<file path="config.mk">
export PLATFORM = sky130hd
export DESIGN_NAME = pipe_reg_hs
export DESIGN_NICKNAME = d
export VERILOG_FILES = /design/src/rtl/pipe_reg_hs.sv
export SDC_FILE = /design/constraint.sdc
export NUM_CORES = 1
export LEC_CHECK = 0
export ABC_AREA = 1
export CORE_MARGIN = 5
export CORE_UTILIZATION = 53
export CTS_CLUSTER_DIAMETER = 30
export DETAILED_ROUTE_END_ITERATION = 10
export PLACE_DENSITY_LB_ADDON = 0.08
export SYNTH_ARGS = -nofsm -noshare
export SYNTH_HDL_FRONTEND = slang
export SYNTH_SLANG_ARGS = --single-unit
</file>
<file path="constraint.sdc">
create_clock -name clk -period 2.1 [get_ports clk]
set_input_delay 0.315 -clock clk [delete_from_list [all_inputs] [get_ports clk]]
set_output_delay 0.315 -clock clk [all_outputs]
set_load 0.02 [all_outputs]
</file>
<file path="src/rtl/pipe_reg_hs.sv">
// pipe_reg_hs: valid/ready pipeline register carrying a {pc, instr} payload
// between two pipeline stages.
//
// Storage:
//   - A main entry (M) drives the out_* ports.
//   - With SKID=1 a second skid entry (S) catches one extra payload. This
//     lets in_ready come from a flop (S occupancy) rather than from
//     out_ready.
//
// Control:
//   - pipeline_en=0 freezes every register.
//   - flush empties both entries back to the 0/NOP bubble.
//   - stall_cnt counts back-pressure cycles and saturates at all-ones.
//
// Ports:
//   clk, rst     clock, synchronous active-high reset
//   pipeline_en  global enable; 0 freezes all state and drops in_ready
//   flush        kill all held entries (wins over accept/drain/transfer)
//   in_valid     upstream payload valid
//   in_ready     stage can accept
//   in_pc        upstream pc
//   in_instr     upstream instruction
//   out_valid    payload valid to downstream
//   out_ready    downstream accepts
//   out_pc       held pc (0 while empty)
//   out_instr    held instruction (NOP_INSTR while empty)
//   stall_cnt    saturating back-pressure cycle count (cleared only by rst)

module pipe_reg_hs #(
    parameter int                 PC_W      = 64,
    parameter int                 INSTR_W   = 32,
    parameter logic [INSTR_W-1:0] NOP_INSTR = 32'h0000_0013,
    parameter int                 SKID      = 1,
    parameter int                 CNT_W     = 16
) (
    input  logic               clk,
    input  logic               rst,
    input  logic               pipeline_en,
    input  logic               flush,
    input  logic               in_valid,
    output logic               in_ready,
    input  logic [PC_W-1:0]    in_pc,
    input  logic [INSTR_W-1:0] in_instr,
    output logic               out_valid,
    input  logic               out_ready,
    output logic [PC_W-1:0]    out_pc,
    output logic [INSTR_W-1:0] out_instr,
    output logic [CNT_W-1:0]   stall_cnt
);

    logic               m_valid;
    logic [PC_W-1:0]    m_pc;
    logic [INSTR_W-1:0] m_instr;
    logic               s_valid;
    logic [PC_W-1:0]    s_pc;
    logic [INSTR_W-1:0] s_instr;
    logic               accept;
    logic               drain;
    logic               stall;

    assign out_valid = m_valid;
    assign out_pc    = m_pc;
    assign out_instr = m_instr;

    // With a skid entry, in_ready depends only on the S flop, so there is
    // no combinational path from out_ready to in_ready. Without one, a full
    // M can still accept when it is draining in the same cycle.
    always_comb begin
        in_ready = 1'b0;
        if (!rst && pipeline_en) begin
            if (SKID != 0) begin
                in_ready = !s_valid;
            end else begin
                in_ready = !m_valid || out_ready;
            end
        end
    end

    assign accept = in_valid && in_ready;
    assign drain  = m_valid && out_ready && pipeline_en;
    assign stall  = pipeline_en && m_valid && !out_ready && !flush;

    // Stall counter: saturates at all-ones and is immune to flush.
    always_ff @(posedge clk) begin
        if (rst) begin
            stall_cnt <= '0;
        end else if (stall && !(&stall_cnt)) begin
            stall_cnt <= stall_cnt + CNT_W'(1);
        end
    end

    // Entry storage.
    //   - M refills from S first, which keeps FIFO order; otherwise it takes
    //     the new input.
    //   - An emptied M is forced back to the 0/NOP bubble, so a downstream
    //     stage that ignores valid still sees a harmless NOP.
    //   - S is only loaded when M is full and not draining. That case is
    //     unreachable when SKID=0, because in_ready is then low.
    always_ff @(posedge clk) begin
        if (rst) begin
            m_valid <= 1'b0;
            m_pc    <= '0;
            m_instr <= NOP_INSTR;
            s_valid <= 1'b0;
            s_pc    <= '0;
            s_instr <= NOP_INSTR;
        end else if (pipeline_en) begin
            if (flush) begin
                m_valid <= 1'b0;
                m_pc    <= '0;
                m_instr <= NOP_INSTR;
                s_valid <= 1'b0;
                s_pc    <= '0;
                s_instr <= NOP_INSTR;
            end else if (!m_valid || drain) begin
                if (s_valid) begin
                    m_valid <= 1'b1;
                    m_pc    <= s_pc;
                    m_instr <= s_instr;
                    s_valid <= 1'b0;
                    s_pc    <= '0;
                    s_instr <= NOP_INSTR;
                end else if (accept) begin
                    m_valid <= 1'b1;
                    m_pc    <= in_pc;
                    m_instr <= in_instr;
                end else begin
                    m_valid <= 1'b0;
                    m_pc    <= '0;
                    m_instr <= NOP_INSTR;
                end
            end else if (accept && (SKID != 0)) begin
                s_valid <= 1'b1;
                s_pc    <= in_pc;
                s_instr <= in_instr;
            end
        end
    end

endmodule

</file>
# [After elaboration in Yosys (flattened, before gate mapping)]
# Cells that the tools add are included.
[word_totals] output_inout_bits=114 wordCells=54 input_bits=102 regBits=210
[op_classes] mux=24 reduce_logical=21 add_sub_neg=1 n_eq_ne=1
[op_table] cell="$mux W64" count=8
[op_table] cell="$mux W32" count=8
[op_table] cell="$add A16 B1 Y16 const B" count=1
[op_table] cell="$reduce_and A16 Y1" count=1
[op_table] cell="$logic_and A1 B1 Y1" count=8
[op_table] cell="$mux W1" count=8
[op_table] cell="$logic_not A1 Y1" count=6
[op_table] cell="$reduce_and A2 Y1" count=2
[op_table] cell="$ne A3 B3 Y1 const B" count=1
[op_table] cell="$reduce_and A3 Y1" count=1
[op_table] cell="$reduce_bool A3 Y1" count=1
[op_table] cell="$reduce_bool A2 Y1" count=1
[op_table] cell="$logic_or A1 B1 Y1" count=1

# [Logic depth before layout (Yosys ltp)]
# Gate-level depths: netlist of the first run.
[logic_depth] ltp_word=8 ltp_mapped=11 depth_no_buf=9

# [Least setup slack after synthesis of the first run]
# OpenSTA, ideal clock, no wires.
[synth_path] kind="input to register" startpoint="input rst" endpoint="register s_pc[48]" path_slack_ps=502 path_buffers=3 t_required_ps=1968 setup_ps=132 path_stages=11 t_arrival_ps=1466 path_cell_list="buf_2 nor2_1 nand2_1 inv_1 nand2_2 nand2_1 nand2_2 buf_4 buf_4 nand2_1 a21oi_1"
[synth_between] elab_chain_len=6
[synth_rtl] element="start: declaration" line="37" text="input logic rst,"
[synth_rtl] element="$logic_not A1 Y1" line="70" text="if (!rst && pipeline_en) begin"
[synth_rtl] element="$logic_and A1 B1 Y1" line="70"
[synth_rtl] element="$mux W1" line="70"
[synth_rtl] element="via in_ready" line="41" text="output logic in_ready,"
[synth_rtl] element="$logic_and A1 B1 Y1" line="79" text="assign accept = in_valid && in_ready;"
[synth_rtl] element="$reduce_bool A3 Y1 (no line)"
[synth_rtl] element="$reduce_and A3 Y1 (no line)"
[synth_rtl] element="end signal: assignment" line="134" text="s_pc <= in_pc;"
[synth_rtl] element="end: declaration" line="55" text="logic [PC_W-1:0] s_pc;"
# The timed path passes the listed nets, and every way through them passes these cells.
# A chain may end at the register's enable or synchronous reset.

# [Final worst setup path of the first run]
[layout_path] startpoint="register m_valid, in the netlist out_valid" endpoint="output out_valid"
[layout_lines] element="start: declaration" line="51" text="logic m_valid;"
[layout_lines] element="start signal: assignment" line="101" text="m_valid <= 1'b0;"
[layout_lines] element="start signal: assignment" line="109" text="m_valid <= 1'b0;"
[layout_lines] element="start signal: assignment" line="117" text="m_valid <= 1'b1;"
[layout_lines] element="end: declaration" line="44" text="output logic out_valid,"
# No word-level cell between the ends.

==> summary.txt, run 1 <==
hold_ws: 0.2595 ns
CTS H-tree depth: 2
largest net degree at the start of global routing: 66
CP Data Required Time: 1.78 ns
DP Area: 10990 sq um
Final TNS setup: 0 ns
Worst Path Arrival: 1.60 ns
Die Wd: 136.9 um
HPWL after DPL: 15230 um
min Tclk post-route: 1.918 ns
status: complete, no violations
via count: 8541
aggregate routed wire length: 25330 um
WHS Path Cells: 3
final setup fails: 0
Post-CTS Setup Bufs: 0
FMAX: 521.3 MHz
Rel. slew slack: 50.32%
CTS root buf: clkbuf_16
CP Launch Type: flop
VDD IR max: 0.0006718 V
Critical-path top delay cell: clkdlybuf4s50_1
per-cell routed wire length: 16.01 um
GP Congestion: 0.7968
Yosys cell types: 23
commonest cells after routing, fill and taps aside: nand2_1 (446), clkdlybuf4s50_1 (213), dfxtp_1 (209)
Initial Util: 53.95%
Max Clock Skew: 0.01949 ns
leak pwr: 0.004982 uW
first-pass GRT wire length: 40440 um
initial antenna violation count: 2
CTS Hold Bufs: 0
syn_area_per_cell: 7.550 sq um
Synthesized Nets: 1234
worst r2r src: s_valid
Die Ht: 136.9 um
Final Cycle Share: 91.34%
row count: 46
remaining antenna violation count after routing: 0
drt drc: 0
Max FO, Critical Path: 5
Worst-Margin Slew: 0.7453 ns
R2R cell count: 7
Bufs on Longest Clock Path: 3
Clk Latency, worst-skew pair: 0.51 ns
PortBufs: 215
Hold Path Sink: s_pc[44]
ratio of cells with drive above 1 in the final layout: 8.126%
Crit path largest cell delay: 0.66 ns
post-synthesis cell count: 1131
CP bufs+invs: 1
worst reg-to-reg setup slack: 0.30 ns
DRT Pass-1 Iters: 5
max-cap violations: 0
Hold Path Class: in -> reg
number of global-route vias before repair: 8379
grt ovf: 0
number of diodes: 0
kind of critical path: reg -> out
CP Capture Type: primary output
RR Endpoint: s_pc[22]
register bit total from synthesis: 210
max-slew violation count: 0
worst-path cell chain: clkdlybuf4s50_1
commonest non-fill, non-tap cell in the layout: nand2_1
fill count: 1163
Total Routing Usage GR: 26.39%
clk slew on worst S/H paths: 0.05 ns
Hold Startpoint: rst
TritonCTS clock tree: yes
DR iter-0 viols: 638
P&R area growth vs syn: 45.80%
Inserted Clock Buffers: 42
RSZ-0062 raised after global routing: false
Hold Violations, Final: 0
core area: 15830 sq um
clock sinks: 210
final net count: 1438
via density per instance: 5.399
Worst path top cell family by delay: buffers and inverters
sequential share of the synthesized area: 49.23%
die area: 18750 sq um
Power Density: 917.2 nW/um^2
Ys Warns: 0
Post-Syn Area: 8539 sq um
IO Count: 216
Finished Cell Area: 12450 sq um
[report_power, final]
part / leakage, uW / total, uW / switching (uW) / internal (uW)
clock network: 0.000714 / 6720 / 2050 / 4670
registers: 0.00169 / 4040 / 13.6 / 4020
logic: 0.00257 / 660 / 358 / 302
[how the worst max path moves through the flow]
stage	startpoint	endpoint	slack [ns]	cells after the start
after global placement	pipeline_en	stall_cnt[13]	0.13	11
after global routing	out_valid	out_valid	0.11	1
after CTS	out_valid	out_valid	0.16	1
final	out_valid	out_valid	0.18	1
after floorplan	rst	s_pc[48]	0.50	11
after detailed placement	pipeline_en	stall_cnt[13]	0.07	11
[registers in the layout, summed over array words and instances, names as in the netlist]
name       count
out_pc        64
s_pc          64
out_instr     32
s_instr       32
stall_cnt     16
out_valid      1
s_valid        1
[layer usage]
metal | up-vias | global-route usage (%) | share of wire (%)
li1 | 4165 | - | -
met1 | 3995 | 33.17 | 41
met2 | 323 | 43.32 | 48
met3 | 54 | 7.610 | 8.7
met4 | 4 | 9.257 | 2.6
met5 | - | 0 | 0.099
[through the flow]
stage	setup WS (ns)	instances	total power, uW	util, %
finish	0.1818	1582	11420	78.66
global route	0.1147	1582	11780	78.66
CTS	0.1606	1582	11500	78.66
detailed placement	0.06585	1507	4763	69.42
global placement	0.1257	1507	4761	69.42
floorplan	0.5022	1131	4387	-
[cells in the mapped netlist (all sizes together)]
master,number,share of area (%)
nand4,6,0.44
buf,49,2.8
inv,20,0.88
nand3,106,6.3
dfxtp,210,49
o21ai,7,0.41
xnor2,3,0.31
xor2,3,0.31
a21oi,109,6.4
ha,1,0.15
clkbuf,36,1.6
nor3,2,0.23
nor2,39,1.8
a22o,91,9.3
nand2,449,20
[what timing repair did]
action,CTS,global route
endpoints found under the setup margin,1,0
hold endpoints to repair,0,0
gates resized for setup,1,0
[logic make-up after synthesis]
logic type	Yosys count	share of synthesized area [%]
AO/OA/AOI/OAI	207	16.13
XOR/XNOR	6	0.6155
adder cells (fa/ha/maj)	1	0.1465
buffers and inverters	105	5.275
flip-flops	210	49.23
AND/OR/NAND/NOR	602	28.60
[layout make-up]
type                    instances  area (sq um)  share of cell area, %
clock buffers                  60          1274                  10.23
clock inverters                15         190.2                  1.527
flip-flops and latches        210          4208                  33.80
inverters                      20         76.32                 0.6130
repair buffers                245          2524                  20.27
well taps                     216         270.3                  2.171
multi-input cells             816          3909                  31.39
Note: power is estimated with default switching activity, not from simulation.
==> run 2, diff against run 1 <==
CORE_UTILIZATION = 49   (was 53)
clock period = 1.8 ns   (was 2.1 ns; I/O delays follow)
==> run 2 against run 1 <==
Global-route usage decreased by 1.1 points. Worst setup slack got worse by 0.15 ns. Critical endpoint is now out_instr[0]. Wire length increased by 2.4%. First-iteration DRC count increased by 2.5%. Clock-buffer cell count decreased by 2. Hold slack got worse by 0.041 ns. Via count increased by 0.40%.
==> summary.txt, run 2 (synthesized netlist as in run 1, its figures left out) <==
status: complete, no violations
Hold Path Class: in -> reg
grt ovf: 0
worst r2r src: stall_cnt[9]
Final Cycle Share: 98.09%
IO Count: 216
remaining antenna violation count after routing: 0
fill count: 1373
final setup fails: 0
Critical-path top delay cell: clkdlybuf4s50_1
DRT Pass-1 Iters: 5
Final Total Pwr: 13190 uW
Crit path depth: 1
Die Ht: 142.0 um
DR iter-0 viols: 654
die area: 20170 sq um
CTS Hold Bufs: 0
Clk Latency, worst-skew pair: 0.51 ns
leak pwr: 0.005317 uW
largest net degree at the start of global routing: 56
TritonCTS clock tree: yes
clock sinks: 210
VDD IR max: 0.0008123 V
core area: 17180 sq um
Power Density: 1049 nW/um^2
Die Wd: 142.0 um
P&R area growth vs syn: 47.25%
DP Worst Slack: -0.09240 ns
Rel. slew slack: 54.25%
hold_ws: 0.2187 ns
HPWL after DPL: 16160 um
CP Capture Type: primary output
Initial Util: 49.72%
Worst Path Arrival: 1.50 ns
initial antenna violation count: 2
CTS root buf: clkbuf_16
via density per instance: 5.333
Hold Violations, Final: 0
first-pass GRT wire length: 41980 um
CP bufs+invs: 1
clk slew on worst S/H paths: 0.05 ns
FMAX: 566.4 MHz
Crit path largest cell delay: 0.66 ns
via count: 8575
worst-path cell chain: clkdlybuf4s50_1
R2R cell count: 7
RSZ-0062 raised after global routing: false
Max Clock Skew: 0.01016 ns
Total Routing Usage GR: 25.33%
drt drc: 0
min Tclk post-route: 1.766 ns
Bufs on Longest Clock Path: 3
RR Endpoint: stall_cnt[10]
Setup crit end: out_instr[0]
final setup margin: 0.03433 ns
CP Data Required Time: 1.53 ns
GP Congestion: 0.8031
max-slew violation count: 0
commonest cells after routing, fill and taps aside: nand2_1 (446), dfxtp_1 (209), clkdlybuf4s50_1 (183)
Max FO, Critical Path: 2
CP Launch Type: flop
Cells after DPL: 1531
row count: 48
Worst-Margin Slew: 0.6863 ns
ratio of cells with drive above 1 in the final layout: 9.117%
commonest non-fill, non-tap cell in the layout: nand2_1
per-cell routed wire length: 16.13 um
Inserted Clock Buffers: 42
kind of critical path: reg -> out
Worst Setup SP: out_instr[0]
Post-CTS Setup Bufs: 0
number of global-route vias before repair: 8461
CTS H-tree depth: 2
Layout Cells excl Fill: 1608
Worst path top cell family by delay: buffers and inverters
PortBufs: 215
aggregate routed wire length: 25930 um
worst reg-to-reg setup slack: 0.22 ns
max-cap violations: 0
final net count: 1453
run 2: where the power goes:
part           internal [uW]  leakage (uW)  switching [uW]
Clock                   5220      0.000691            2460
Combinational            379       0.00293             430
Sequential              4690       0.00169            15.9
Total                  10300       0.00532            2900
run 2: timing repair:
item / 4_1_cts / 5_1_grt
setup endpoints to repair: 20 / 16
gates resized for setup: 20 / 13
hold endpoints to repair: 0 / 0
run 2: per-layer routing:
layer | routed length (um) | GRT usage, % | vias up
li1 | - | - | 4219
met1 | 10950 | 31.84 | 3995
met2 | 12160 | 41.79 | 293
met3 | 1874 | 6.216 | 66
met4 | 928 | 10.51 | 2
met5 | 13 | 0 | -
run 2: how the worst min path moves through the flow:
stage / from / endpoint / slack, ns / cells past startpoint
floorplan: in_instr[31] / s_instr[31] / 0.41 / 2
global placement: s_instr[4] / s_instr[4] / 0.44 / 2
detailed placement: s_instr[0] / s_instr[0] / 0.45 / 2
CTS: rst / out_valid / 0.20 / 4
global route: rst / out_valid / 0.25 / 4
finish: rst / out_valid / 0.22 / 4
run 2: metrics by stage:
step	util [%]	instance area [sq um]	TNS [ns]
2_1_floorplan	-	8539	0
3_3_place_gp	64.91	11150	-5.185
3_5_place_dp	64.91	11150	-8.292
4_1_cts	73.03	12540	0
5_1_grt	73.21	12570	0
6_report	73.21	12570	0
run 2: final cells by class:
| class | count | area (sq um) | area share (%) |
|---|---|---|---|
| Clock inverter | 18 | 216.5 | 1.721 |
| Timing Repair Buffer | 260 | 2679 | 21.30 |
| Inverter | 20 | 76.32 | 0.6070 |
| Multi-Input combinational cell | 816 | 3909 | 31.08 |
| Clock buffer | 58 | 1202 | 9.562 |
| Sequential cell | 210 | 4208 | 33.46 |
| Tap cell | 225 | 281.5 | 2.239 |
| Antenna cell | 1 | 2.502 | 0.01990 |
